<file path="src/rtl/io_dmem_pkg.sv">
// rtl/io_dmem_pkg.sv - shared types and defaults for the DMem read engine
// IO_RD_LAST_EN adds the last flag to the response beat.
package io_dmem_pkg;

  localparam int AWIDTH_DEF = 14;
  localparam int DWIDTH_DEF = 32;

`ifdef IO_RD_LAST_EN
  localparam int LAST_W = 1;
`else
  localparam int LAST_W = 0;
`endif

  typedef enum logic [1:0] {
    IDLE   = 2'd0,
    WAIT   = 2'd1,
    STREAM = 2'd2
  } rd_state_e;

  // Response beat at the default data width.
  typedef struct packed {
    logic [DWIDTH_DEF-1:0] data;
`ifdef IO_RD_LAST_EN
    logic                  last;
`endif
  } rd_beat_t;

endpackage

</file>
<file path="src/rtl/io_rd_fifo.sv">
// rtl/io_rd_fifo.sv - synchronous response FIFO with push/pop/count interface
// Push on a full FIFO is accepted only when a pop frees a slot in the same cycle.
module io_rd_fifo #(
  parameter int DEPTH = 4,
  parameter int WIDTH = 32
) (
  input  logic                     clk,
  input  logic                     rst,
  input  logic                     push,
  input  logic [WIDTH-1:0]         push_data,
  input  logic                     pop,
  output logic [WIDTH-1:0]         pop_data,
  output logic [$clog2(DEPTH):0]   count,
  output logic                     empty
);

  localparam int PW = $clog2(DEPTH);

  logic [WIDTH-1:0] mem [DEPTH];
  logic [PW-1:0]    wr_ptr;
  logic [PW-1:0]    rd_ptr;
  logic             do_push;
  logic             do_pop;

  assign empty    = (count == '0);
  assign do_pop   = pop && !empty;
  assign do_push  = push && ((count != (PW+1)'(DEPTH)) || do_pop);
  assign pop_data = mem[rd_ptr];

  always_ff @(posedge clk) begin
    if (rst) begin
      wr_ptr <= '0;
      rd_ptr <= '0;
      count  <= '0;
    end else begin
      if (do_push) wr_ptr <= wr_ptr + 1'b1;
      if (do_pop)  rd_ptr <= rd_ptr + 1'b1;
      case ({do_push, do_pop})
        2'b10:   count <= count + 1'b1;
        2'b01:   count <= count - 1'b1;
        default: count <= count;
      endcase
    end
  end

  always_ff @(posedge clk) begin
    if (do_push) mem[wr_ptr] <= push_data;
  end

endmodule

</file>
<file path="src/rtl/io_dmem_read_engine.sv">
// rtl/io_dmem_read_engine.sv - burst read engine: request -> IO latency -> DMem port A -> response stream
// IO_RD_LAST_EN adds resp_read_data_last on the final beat of each burst.
module io_dmem_read_engine
  import io_dmem_pkg::*;
#(
  parameter int AWIDTH     = AWIDTH_DEF,
  parameter int DWIDTH     = DWIDTH_DEF,
  parameter int IO_LATENCY = 10,
  parameter int FIFO_DEPTH = 4
) (
  input  logic              clk,
  input  logic              rst,
  input  logic [AWIDTH-1:0] req_read_addr,
  input  logic              req_read_addr_valid,
  output logic              req_read_addr_ready,
  input  logic [31:0]       req_read_len,
  output logic [DWIDTH-1:0] resp_read_data,
  output logic              resp_read_data_valid,
  input  logic              resp_read_data_ready,
`ifdef IO_RD_LAST_EN
  output logic              resp_read_data_last,
`endif
  output logic [AWIDTH-1:0] dmem_addra,
  output logic [DWIDTH-1:0] dmem_dina,
  output logic [3:0]        dmem_wea,
  input  logic [DWIDTH-1:0] dmem_douta
);

  localparam int LAT_W  = (IO_LATENCY > 0) ? $clog2(IO_LATENCY + 1) : 1;
  localparam int CNT_W  = $clog2(FIFO_DEPTH) + 1;
  localparam int BEAT_W = DWIDTH + LAST_W;

  rd_state_e         state;
  rd_state_e         state_nxt;
  logic [AWIDTH-1:0] cur_addr;
  logic [31:0]       len_q;
  logic [31:0]       issued;
  logic [31:0]       popped;
  logic [LAT_W-1:0]  lat_cnt;

  // rd_v1: address on the RAM port; rd_v2: RAM data valid on dmem_douta.
  logic              rd_v1;
  logic              rd_v2;
  logic [1:0]        inflight;

  logic              accept;
  logic              issue;
  logic              pop;
  logic              burst_done;
  logic [CNT_W-1:0]  fifo_count;
  logic              fifo_empty;
  logic [BEAT_W-1:0] push_beat;
  logic [BEAT_W-1:0] head_beat;

  assign dmem_dina = '0;
  assign dmem_wea  = '0;

  assign accept     = req_read_addr_valid && req_read_addr_ready;
  assign inflight   = {1'b0, rd_v1} + {1'b0, rd_v2};
  assign issue      = (state == STREAM) && (issued < len_q) &&
                      ((int'(fifo_count) + int'(inflight)) < FIFO_DEPTH);
  assign pop        = resp_read_data_valid && resp_read_data_ready;
  assign burst_done = pop && ((popped + 32'd1) == len_q);

  always_ff @(posedge clk) begin
    if (rst) state <= IDLE;
    else     state <= state_nxt;
  end

  always_comb begin
    state_nxt           = state;
    req_read_addr_ready = 1'b0;
    case (state)
      IDLE: begin
        req_read_addr_ready = !rst;
        // A zero-length request is consumed without leaving IDLE.
        if (accept && (req_read_len != 32'd0))
          state_nxt = (IO_LATENCY > 0) ? WAIT : STREAM;
      end
      WAIT: begin
        if (lat_cnt == LAT_W'(1)) state_nxt = STREAM;
      end
      STREAM: begin
        if (burst_done) state_nxt = IDLE;
      end
      default: state_nxt = IDLE;
    endcase
  end

  always_ff @(posedge clk) begin
    if (rst) begin
      cur_addr   <= '0;
      len_q      <= '0;
      issued     <= '0;
      popped     <= '0;
      lat_cnt    <= '0;
      rd_v1      <= 1'b0;
      rd_v2      <= 1'b0;
      dmem_addra <= '0;
    end else begin
      rd_v1 <= issue;
      rd_v2 <= rd_v1;
      if (accept) begin
        cur_addr <= req_read_addr;
        len_q    <= req_read_len;
        issued   <= '0;
        popped   <= '0;
        lat_cnt  <= LAT_W'(IO_LATENCY);
      end
      if (state == WAIT) lat_cnt <= lat_cnt - 1'b1;
      if (issue) begin
        dmem_addra <= cur_addr;
        cur_addr   <= cur_addr + 1'b1;
        issued     <= issued + 32'd1;
      end
      if (pop) popped <= popped + 32'd1;
    end
  end

`ifdef IO_RD_LAST_EN
  // The last flag travels with the read so it lands in the FIFO beside its data.
  logic rd_l1;
  logic rd_l2;

  always_ff @(posedge clk) begin
    if (rst) begin
      rd_l1 <= 1'b0;
      rd_l2 <= 1'b0;
    end else begin
      rd_l1 <= issue && (issued == (len_q - 32'd1));
      rd_l2 <= rd_l1;
    end
  end

  assign push_beat           = {dmem_douta, rd_l2};
  assign resp_read_data_last = resp_read_data_valid && head_beat[0];
`else
  assign push_beat = dmem_douta;
`endif

  io_rd_fifo #(
    .DEPTH (FIFO_DEPTH),
    .WIDTH (BEAT_W)
  ) u_fifo (
    .clk       (clk),
    .rst       (rst),
    .push      (rd_v2),
    .push_data (push_beat),
    .pop       (pop),
    .pop_data  (head_beat),
    .count     (fifo_count),
    .empty     (fifo_empty)
  );

  assign resp_read_data_valid = !fifo_empty;
  assign resp_read_data       = head_beat[BEAT_W-1 -: DWIDTH];

endmodule

</file>
<file path="config.mk">
export PLATFORM = sky130hd
export DESIGN_NAME = io_dmem_read_engine
export DESIGN_NICKNAME = d
export VERILOG_FILES = /design/src/rtl/io_dmem_pkg.sv /design/src/rtl/io_rd_fifo.sv /design/src/rtl/io_dmem_read_engine.sv
export SDC_FILE = /design/constraint.sdc
export NUM_CORES = 1
export LEC_CHECK = 0
export BUFFER_PORTS_ARGS = -buffer_cell sky130_fd_sc_hd__buf_4
export CAP_MARGIN = 20
export CORE_MARGIN = 2
export CORE_UTILIZATION = 30
export DETAILED_ROUTE_END_ITERATION = 12
export SLEW_MARGIN = 10
export SYNTH_ARGS = -nofsm -noshare
export SYNTH_HDL_FRONTEND = slang
export SYNTH_HIERARCHICAL = 1
export SYNTH_SLANG_ARGS = --single-unit
</file>
<file path="constraint.sdc">
create_clock -name clk -period 5.3 [get_ports clk]
set_input_delay 0 -clock clk [delete_from_list [all_inputs] [get_ports clk]]
set_output_delay 0 -clock clk [all_outputs]
set_load 0.01 [all_outputs]
</file>
==> results of run 1 <==
## layout make-up
cell class,instances,area (um2)
clock buffer,44,874.6
clock inverter,14,162.7
fill,4344,27450
inverter,49,183.9
multi-input combinational,875,5974
sequential,269,6668
tap,592,740.7
timing repair buffer,223,1874
## worst max path at each step
| stage | start | to | slack (ps) |
|---|---|---|---|
| 2_1_floorplan | u_fifo/count[0]$_SDFFE_PP0P_ | u_fifo/count[2]$_SDFFE_PP0P_ | 2350 |
| 3_3_place_gp | len_q[11]$_SDFFE_PP0P_ | issued[30]$_SDFFE_PP0P_ | 1800 |
| 3_5_place_dp | u_fifo/count[0]$_SDFFE_PP0P_ | issued[17]$_SDFFE_PP0P_ | 1730 |
| 4_1_cts | u_fifo/count[0]$_SDFFE_PP0P_ | issued[17]$_SDFFE_PP0P_ | 1730 |
| 5_1_grt | u_fifo/count[0]$_SDFFE_PP0P_ | issued[17]$_SDFFE_PP0P_ | 1390 |
| 6_report | len_q[11]$_SDFFE_PP0P_ | issued[30]$_SDFFE_PP0P_ | 1720 |
## report_power, final
part / switching (mW) / internal (mW)
Combinational: 0.188 / 0.158
Clock: 0.873 / 1.29
Sequential: 0.0314 / 2.21
Total: 1.09 / 3.66
## flip-flops by register name, summed over array words and instances, names as in the netlist, 3 cells and up, named ones only
| register | count |
|---|---|
| u_fifo/mem | 128 |
| cur_addr | 14 |
| u_fifo/count | 3 |
| dmem_addra | 14 |
| popped | 32 |
| len_q | 32 |
| lat_cnt | 4 |
| issued | 32 |
## metal layers
| metal | up-vias | track usage [%] | share of wire, % |
|---|---|---|---|
| met4 | 0 | 4.954 | 3.2 |
| met5 | - | 0 | 0 |
| met3 | 67 | 2.511 | 5.4 |
| li1 | 4946 | - | - |
| met2 | 306 | 25.34 | 48 |
| met1 | 4957 | 18.73 | 43 |
## cells in the mapped netlist, types with 4 or more instances
library cell / number
nand2_1: 147
dfxtp_1: 141
edfxtp_1: 128
a21oi_1: 76
nor2_1: 73
o21ai_0: 60
inv_1: 49
nand3_1: 43
ha_1: 41
xnor2_1: 38
buf_4: 36
clkbuf_1: 34
o31ai_1: 34
mux4_2: 32
xor2_1: 24
and3_1: 23
nor3_1: 23
nor4_1: 22
nand4_1: 19
buf_1: 13
buf_2: 13
nor3b_1: 12
and2_1: 11
a22oi_1: 10
nand3b_1: 9
a31oi_1: 7
and4_1: 7
nand2b_1: 7
nor2b_1: 7
or3_1: 7
mux2i_1: 6
or4_1: 6
a22o_1: 5
a311oi_1: 5
nand4b_1: 5
nand3_4: 4
o311ai_0: 4
## per-stage QoR
step / hold slack (ps) / power [mW] / setup slack [ps] / area [um2] / util [%]
after detailed placement: 202.0 / 2.580 / 1734 / 14640 / 33.32
after global placement: 202.6 / 2.571 / 1804 / 14640 / 33.32
after floorplan: 98.87 / 2.470 / 2346 / 13410 / -
after CTS: 131.8 / 4.817 / 1727 / 16480 / 37.51
after global routing: 150.0 / 4.936 / 1392 / 16480 / 37.51
final: 171.2 / 4.749 / 1716 / 16480 / 37.51
## critical path, cell delays in order, from the launching register on
cell and delay (ps):
dfxtp_1 320, inv_1 70, ha_1 330, a21oi_1 160, o21ai_1 100, a211o_1 270
o311a_1 410, o21bai_4 240, nand2_1 530, buf_4 420, or4_1 510, a21oi_1 140
## placed cells by master, fill, tap and decap left out, types with 12 or more instances in the layout
cell           Yosys  layout
nor3b_1           12      12
nor3_1            23      22
nor4_1            22      22
o21ai_0           60      60
a21oi_1           76      76
nor2_1            73      73
inv_1             49      49
edfxtp_1         128     128
xor2_1            24      24
and3_1            23      23
nand2_1          147     147
mux4_2            32      32
dlygate4sd3_1      0      80
o31ai_1           34      34
nand3_1           43      43
xnor2_1           38      38
conb_1             1      36
dfxtp_1          141     140
ha_1              41      41
clkbuf_16          0      31
nand4_1           19      19
buf_4             36     143
## cells by family after synthesis
kind of cell | Yosys count | share of synthesized area, %
other | 1 | 0.02823
DFF | 269 | 50.19
muxes | 42 | 6.217
xor gates and xnor gates | 63 | 4.211
and+or+nand+nor | 449 | 17.88
AOI/OAI and AO/OA | 242 | 11.52
adders and majority gates | 43 | 4.088
buffers and inverters | 152 | 5.868
==> reports/summary.txt, run 1 <==
Status = completed
Yosys warning count = 6
Slew Limit Fails = 0
Netlist cell types = 91
Vias in the first global route = 10050
First-pass GRT wire length = 55040 um
Area leader, netlist = edfxtp_1
TNS Setup = 0 ps
Post-DRT Antenna Nets = 0
CP Class = reg2reg
Via count = 10280
Clock root cell = clkbuf_16
Number of setup buffers added after CTS = 0
CTS H-tree depth = 1
Worst Setup Start Kind = flop
Top cell type's share of synthesized area = 28.94%
Static leakage = 5.925 nW
Mapped Area = 13280 um2
Residual DRC = 0
Worst R2R Path Depth = 11
Pre-antenna DRT Iters = 7
Crit end category = flop
Post-DP HPWL = 23130 um
Initial core utilization = 30.23%
Routed len/inst = 16.80 um
Hold Path Class = in2reg
Ys async rst share = 0%
DRT Wirelength = 34710 um
Clk_skew = 9.010 ps
Max Cap Violations = 0
Ratio of cells with drive above 1 in the final layout = 17.44%
Final setup fails = 0
WP data required = 5800 ps
Io pins = 166
Total die area = 45980 um2
Worst-Skew Late Latency = 580 ps
GRT overflow = 0
Reg-to-reg critical path endpoint = issued[30]$_SDFFE_PP0P_
Initial DRC Count = 609
Max frequency = 0.2790 GHz
Clock Tree Buf Depth = 3
TritonCTS clock tree = yes
Number of cell rows = 77
CTS buffer count = 31
Antenna violations before repair = 0
P per Cell Area = 288.2 nW/um2
HP Start = dmem_douta[10]
Slew headroom = 39.38%
Buffers on Ports = 129
Dpl cells = 1928
GRT Total Usage = 14.73%
RSZ-0062 raised after global routing = no
Diodes inserted = 0
Worst r2r src = len_q[11]$_SDFFE_PP0P_
EDFF count, synth = 128
Clock Sinks = 269
Crit path max fanout = 20
Synth-to-Final Area Change = 24.06%
Placer congestion estimate = 0.8782
Via/cell ratio = 4.974
CTS clock-pin slew for the worst setup and hold paths = 60 ps
Die width = 214.4 um
Hold Path End = u_fifo/mem[1][10]$_DFFE_PP_
Final Cycle Share = 67.62%
Avg Cell Area, Syn = 10.53 um2
R2R setup slack = 1720 ps
Core ar. = 43930 um2
Worst vdd ir = 173.3 uV
# hold bufs at CTS = 80
Cell depth of the worst hold path = 2
Count of state elements after synthesis = 269
Slew @ Worst Pin = 902.4 ps
Largest net degree at the start of global routing = 74
Area contributors post-synth = edfxtp_1 29%, dfxtp_1 21%, mux4_2 5.4%
Layout Nets = 1573
Mapped Cells = 1261
Chip height = 214.4 um
Synth Flop Type = dfxtp_1
Final hold violation count = 0
Period minus WS final = 3584 ps
Critical Path AT = 4080 ps
Final cell count without fillers = 2066
Sequential area share after synthesis = 50.19%
Resize count post-CTS = 0
(Power assumes the default switching activity.)
==> run 2: changes to the inputs <==
- ABC_AREA: not set -> 1
- clock period: 5.3 -> 3.7 ns (I/O delays scaled with it)
==> run 2 against run 1 <==
Final area is 3.9% higher. Wire length is 7.7% higher. Combinational power is 45% higher. Critical endpoint is now cur_addr[13]$_SDFFE_PP0P_. Non-clock buffer count is 22 higher. Hold slack worse by 72 ps. Critical path type unchanged. Sequential power is 42% higher.
==> reports/summary.txt, run 2 <==
P per Cell Area = 394.7 nW/um2 (was 288.2 nW/um2)
Max frequency = 0.3122 GHz (was 0.2790 GHz)
Slew @ Worst Pin = 753.0 ps (was 902.4 ps)
TNS Setup = 0 ps (unchanged)
WP buf/inv = 2 (unchanged)
Antenna violations before repair = 1 (was 0)
Period minus WS final = 3203 ps (was 3584 ps)
Status = completed (unchanged)
Hold Path Class = in2reg (unchanged)
Post-DRT Antenna Nets = 0 (unchanged)
Buffers on Ports = 129 (unchanged)
Ys async rst share = 0% (unchanged)
Top cells by count, synth = 381 x nand2_1, 162 x nor2_1, 145 x a21oi_1 (was 147 x nand2_1, 141 x dfxtp_1, 128 x edfxtp_1)
Critical Path AT = 3660 ps (was 4080 ps)
Count leader, synth = nand2_1 (unchanged)
Worst-Skew Late Latency = 570 ps (was 580 ps)
Slew headroom = 49.34% (was 39.38%)
DRT Wirelength = 37390 um (was 34710 um)
Synth-to-Final Area Change = 25.49% (was 24.06%)
Final setup fails = 0 (unchanged)
Routed len/inst = 14.96 um (was 16.80 um)
Crit path cell chain = ha_1, a21oi_1, nor2_1, a211oi_1, nand2_1, nand2_1, nand2_1, nand2_1, nand2_1, nand2_1, nand2_1, nand2_4, clkinv_4, nand2_1, a21oi_1, dlygate4sd3_1 (was inv_1, ha_1, a21oi_1, o21ai_1, a211o_1, o311a_1, o21bai_4, nand2_1, buf_4, or4_1, a21oi_1)
Netlist cell types = 53 (was 91)
Simple-gate portion of the synthesized area = 23.61% (was 17.88%)
Area leader, netlist = edfxtp_1 (unchanged)
Crit-path leading delay family = simple AND/OR/NAND/NOR gates (was compound AO/OA/AOI/OAI gates)
Core ar. = 45190 um2 (was 43930 um2)
Dpl cells = 2343 (was 1928)
Max reg flops = 128 (unchanged)
Total die area = 47210 um2 (was 45980 um2)
Slew Limit Fails = 0 (unchanged)
GRT Total Usage = 15.34% (was 14.73%)
Clock Tree Buf Depth = 3 (unchanged)
Worst Setup Start Kind = flop (unchanged)
Largest family of logic cells by synthesized area = simple AND/OR/NAND/NOR gates (unchanged)
Clk_skew = 15.09 ps (was 9.010 ps)
Reg with most FFs = u_fifo/mem (unchanged)
Number of setup buffers added after CTS = 0 (unchanged)
Chip height = 217.3 um (was 214.4 um)
Initial DRC Count = 810 (was 609)
Area contributors post-synth = edfxtp_1 28%, dfxtp_1 21%, nand2_1 10% (was edfxtp_1 29%, dfxtp_1 21%, mux4_2 5.4%)
Xor/xnor share of the synthesized area = 2.815% (was 4.211%)
Largest net degree at the start of global routing = 65 (was 74)
Critical path depth = 16 (was 11)
Io pins = 166 (unchanged)
Ratio of cells with drive above 1 in the final layout = 13.11% (was 17.44%)
Clock root cell = clkbuf_16 (unchanged)
RSZ-0062 raised after global routing = no (unchanged)
Area share of fa/ha/maj cells after synthesis = 3.906% (was 4.088%)
EDFF count, synth = 128 (unchanged)
Worst R2R Path Depth = 16 (was 11)
Count of state elements after synthesis = 269 (unchanged)
Die width = 217.3 um (was 214.4 um)
Crit-path max cell delay = 580 ps (was 530 ps)
CTS buffer count = 31 (unchanged)
Crit end category = flop (unchanged)
GRT overflow = 0 (unchanged)
Clock Sinks = 269 (unchanged)
Yosys warning count = 6 (unchanged)
Most frequent cells in the layout = 380 x nand2_1, 158 x nor2_1, 145 x a21oi_1, 145 x buf_4, 140 x dfxtp_1 (was 147 x nand2_1, 143 x buf_4, 140 x dfxtp_1, 128 x edfxtp_1, 80 x dlygate4sd3_1)
Final Cycle Share = 86.56% (was 67.62%)
Final cell count without fillers = 2500 (was 2066)
Top cell by count, worst path = nand2_1 (was a21oi_1)
Post-synthesis mux area share = 0% (was 6.217%)
Pre-antenna DRT Iters = 5 (was 7)
Final hold violation count = 0 (unchanged)
Master of the slowest instance on the critical path = dlygate4sd3_1 (was nand2_1)
Diodes inserted = 0 (unchanged)
Crit path max fanout = 37 (was 20)
CTS clock-pin slew for the worst setup and hold paths = 60 ps (about the same)
Mapped Cells = 1658 (was 1261)
Sequential area share after synthesis = 48.85% (was 50.19%)
Mapped Area = 13650 um2 (was 13280 um2)
CTS H-tree depth = 1 (unchanged)
Static leakage = 6.529 nW (was 5.925 nW)
Placer congestion estimate = 0.8979 (was 0.8782)
Layout Nets = 2000 (was 1573)
Synth Flop Type = dfxtp_1 (unchanged)
CP Class = reg2reg (unchanged)
Avg Cell Area, Syn = 8.231 um2 (was 10.53 um2)
First-pass GRT wire length = 58400 um (was 55040 um)
Most common cell after layout, fill and taps aside = nand2_1 (unchanged)
TritonCTS clock tree = yes (unchanged)
Synth Area in Compound Gates = 12.80% (was 11.52%)
Via/cell ratio = 4.777 (was 4.974)
Initial core utilization = 30.20% (was 30.23%)
Via count = 11940 (was 10280)
Cell depth of the worst hold path = 5 (was 2)
Total power = 6.759 mW (was 4.749 mW)
Max Cap Violations = 0 (unchanged)
Post-DP HPWL = 24800 um (was 23130 um)
Vias in the first global route = 11570 (was 10050)
Number of cell rows = 78 (was 77)
Worst vdd ir = 317.9 uV (was 173.3 uV)
WP data required = 4160 ps (was 5800 ps)
Residual DRC = 0 (unchanged)
Top cell type's share of synthesized area = 28.17% (was 28.94%)
==> run 2: changes by cell type after synthesis, moves of 64 or more <==
cell,change
a21oi_1,+69
nand2_1,+234
nand3_1,+64
inv_1,+87
nor2_1,+89
o21ai_0,+68
==> run 2: metal layers <==
layer	track usage (%)	part of all wire, %
met4	5.753	3.5
met5	0	0.029
met1	18.76	44
met3	2.921	5.4
met2	26.70	47
==> run 2: cell families (layout without fill, tap and decap cells) <==
| family | count (synthesis) | after routing |
|---|---|---|
| simple gates | 744 | 744 |
| compound gates | 329 | 329 |
| flops | 269 | 269 |
| buf+inv | 237 | 444 |
| fa+ha+maj | 42 | 42 |
| xor+xnor | 36 | 36 |
| other cells | 1 | 36 |
==> run 2: timing repair <==
| action | 4_1_cts | 5_1_grt |
|---|---|---|
| hold buffers | 98 | 0 |
| endpoints found under the setup margin | 0 | 0 |
| hold endpoints to repair | 192 | 0 |
| gates resized for setup | 0 | 0 |
==> run 2: worst paths after layout <==
kind	startpoint	endpoint	slack, ps
worst min register to register	rd_v1$_SDFF_PP0_	rd_v2$_SDFF_PP0_	460
worst max register to register	issued[5]$_SDFFE_PP0P_	cur_addr[13]$_SDFFE_PP0P_	500
worst min-delay path	resp_read_data_ready	u_fifo/wr_ptr[1]$_SDFFE_PP0P_	100
worst max-delay path	issued[5]$_SDFFE_PP0P_	cur_addr[13]$_SDFFE_PP0P_	500
==> run 2: power breakdown <==
| group | internal (mW) | switching, mW | total, mW | leakage [nW] |
|---|---|---|---|---|
| registers | 3.16 | 0.0295 | 3.19 | 2.29 |
| logic | 0.224 | 0.279 | 0.503 | 3.75 |
| clock network | 1.80 | 1.27 | 3.07 | 0.482 |
==> run 2: final cells by class <==
type	count	area, um2
Tap cell	600	750.7
Fill cell	4498	28060
Inverter	142	538.0
Timing Repair Buffer	245	2117
Sequential cell	269	6668
Clock buffer	40	839.6
Clock inverter	17	171.4
Multi-Input combinational cell	1187	6041
==> run 2: worst register-to-register path, delay by kind of cell, from the launching register on <==
| kind | cells | cell delay [ps] |
|---|---|---|
| buffers and inverters | 2 | 840 |
| adders and majority gates | 1 | 310 |
| and+or+nand+nor | 10 | 1090 |
| DFF | 1 | 470 |
| AOI/OAI and AO/OA | 3 | 390 |
==> run 2: stage by stage <==
| step | utilization (%) | setup WS (ps) | area, um2 | hold WS (ps) |
|---|---|---|---|---|
| 2_1_floorplan | - | 591.7 | 13780 | 54.15 |
| 3_3_place_gp | 33.39 | 1149 | 15090 | 201.8 |
| 3_5_place_dp | 33.39 | 1053 | 15090 | 204.5 |
| 4_1_cts | 37.79 | 501.5 | 17080 | 61.22 |
| 5_1_grt | 37.90 | 222.8 | 17130 | 104.2 |
| 6_report | 37.90 | 497.4 | 17130 | 99.20 |
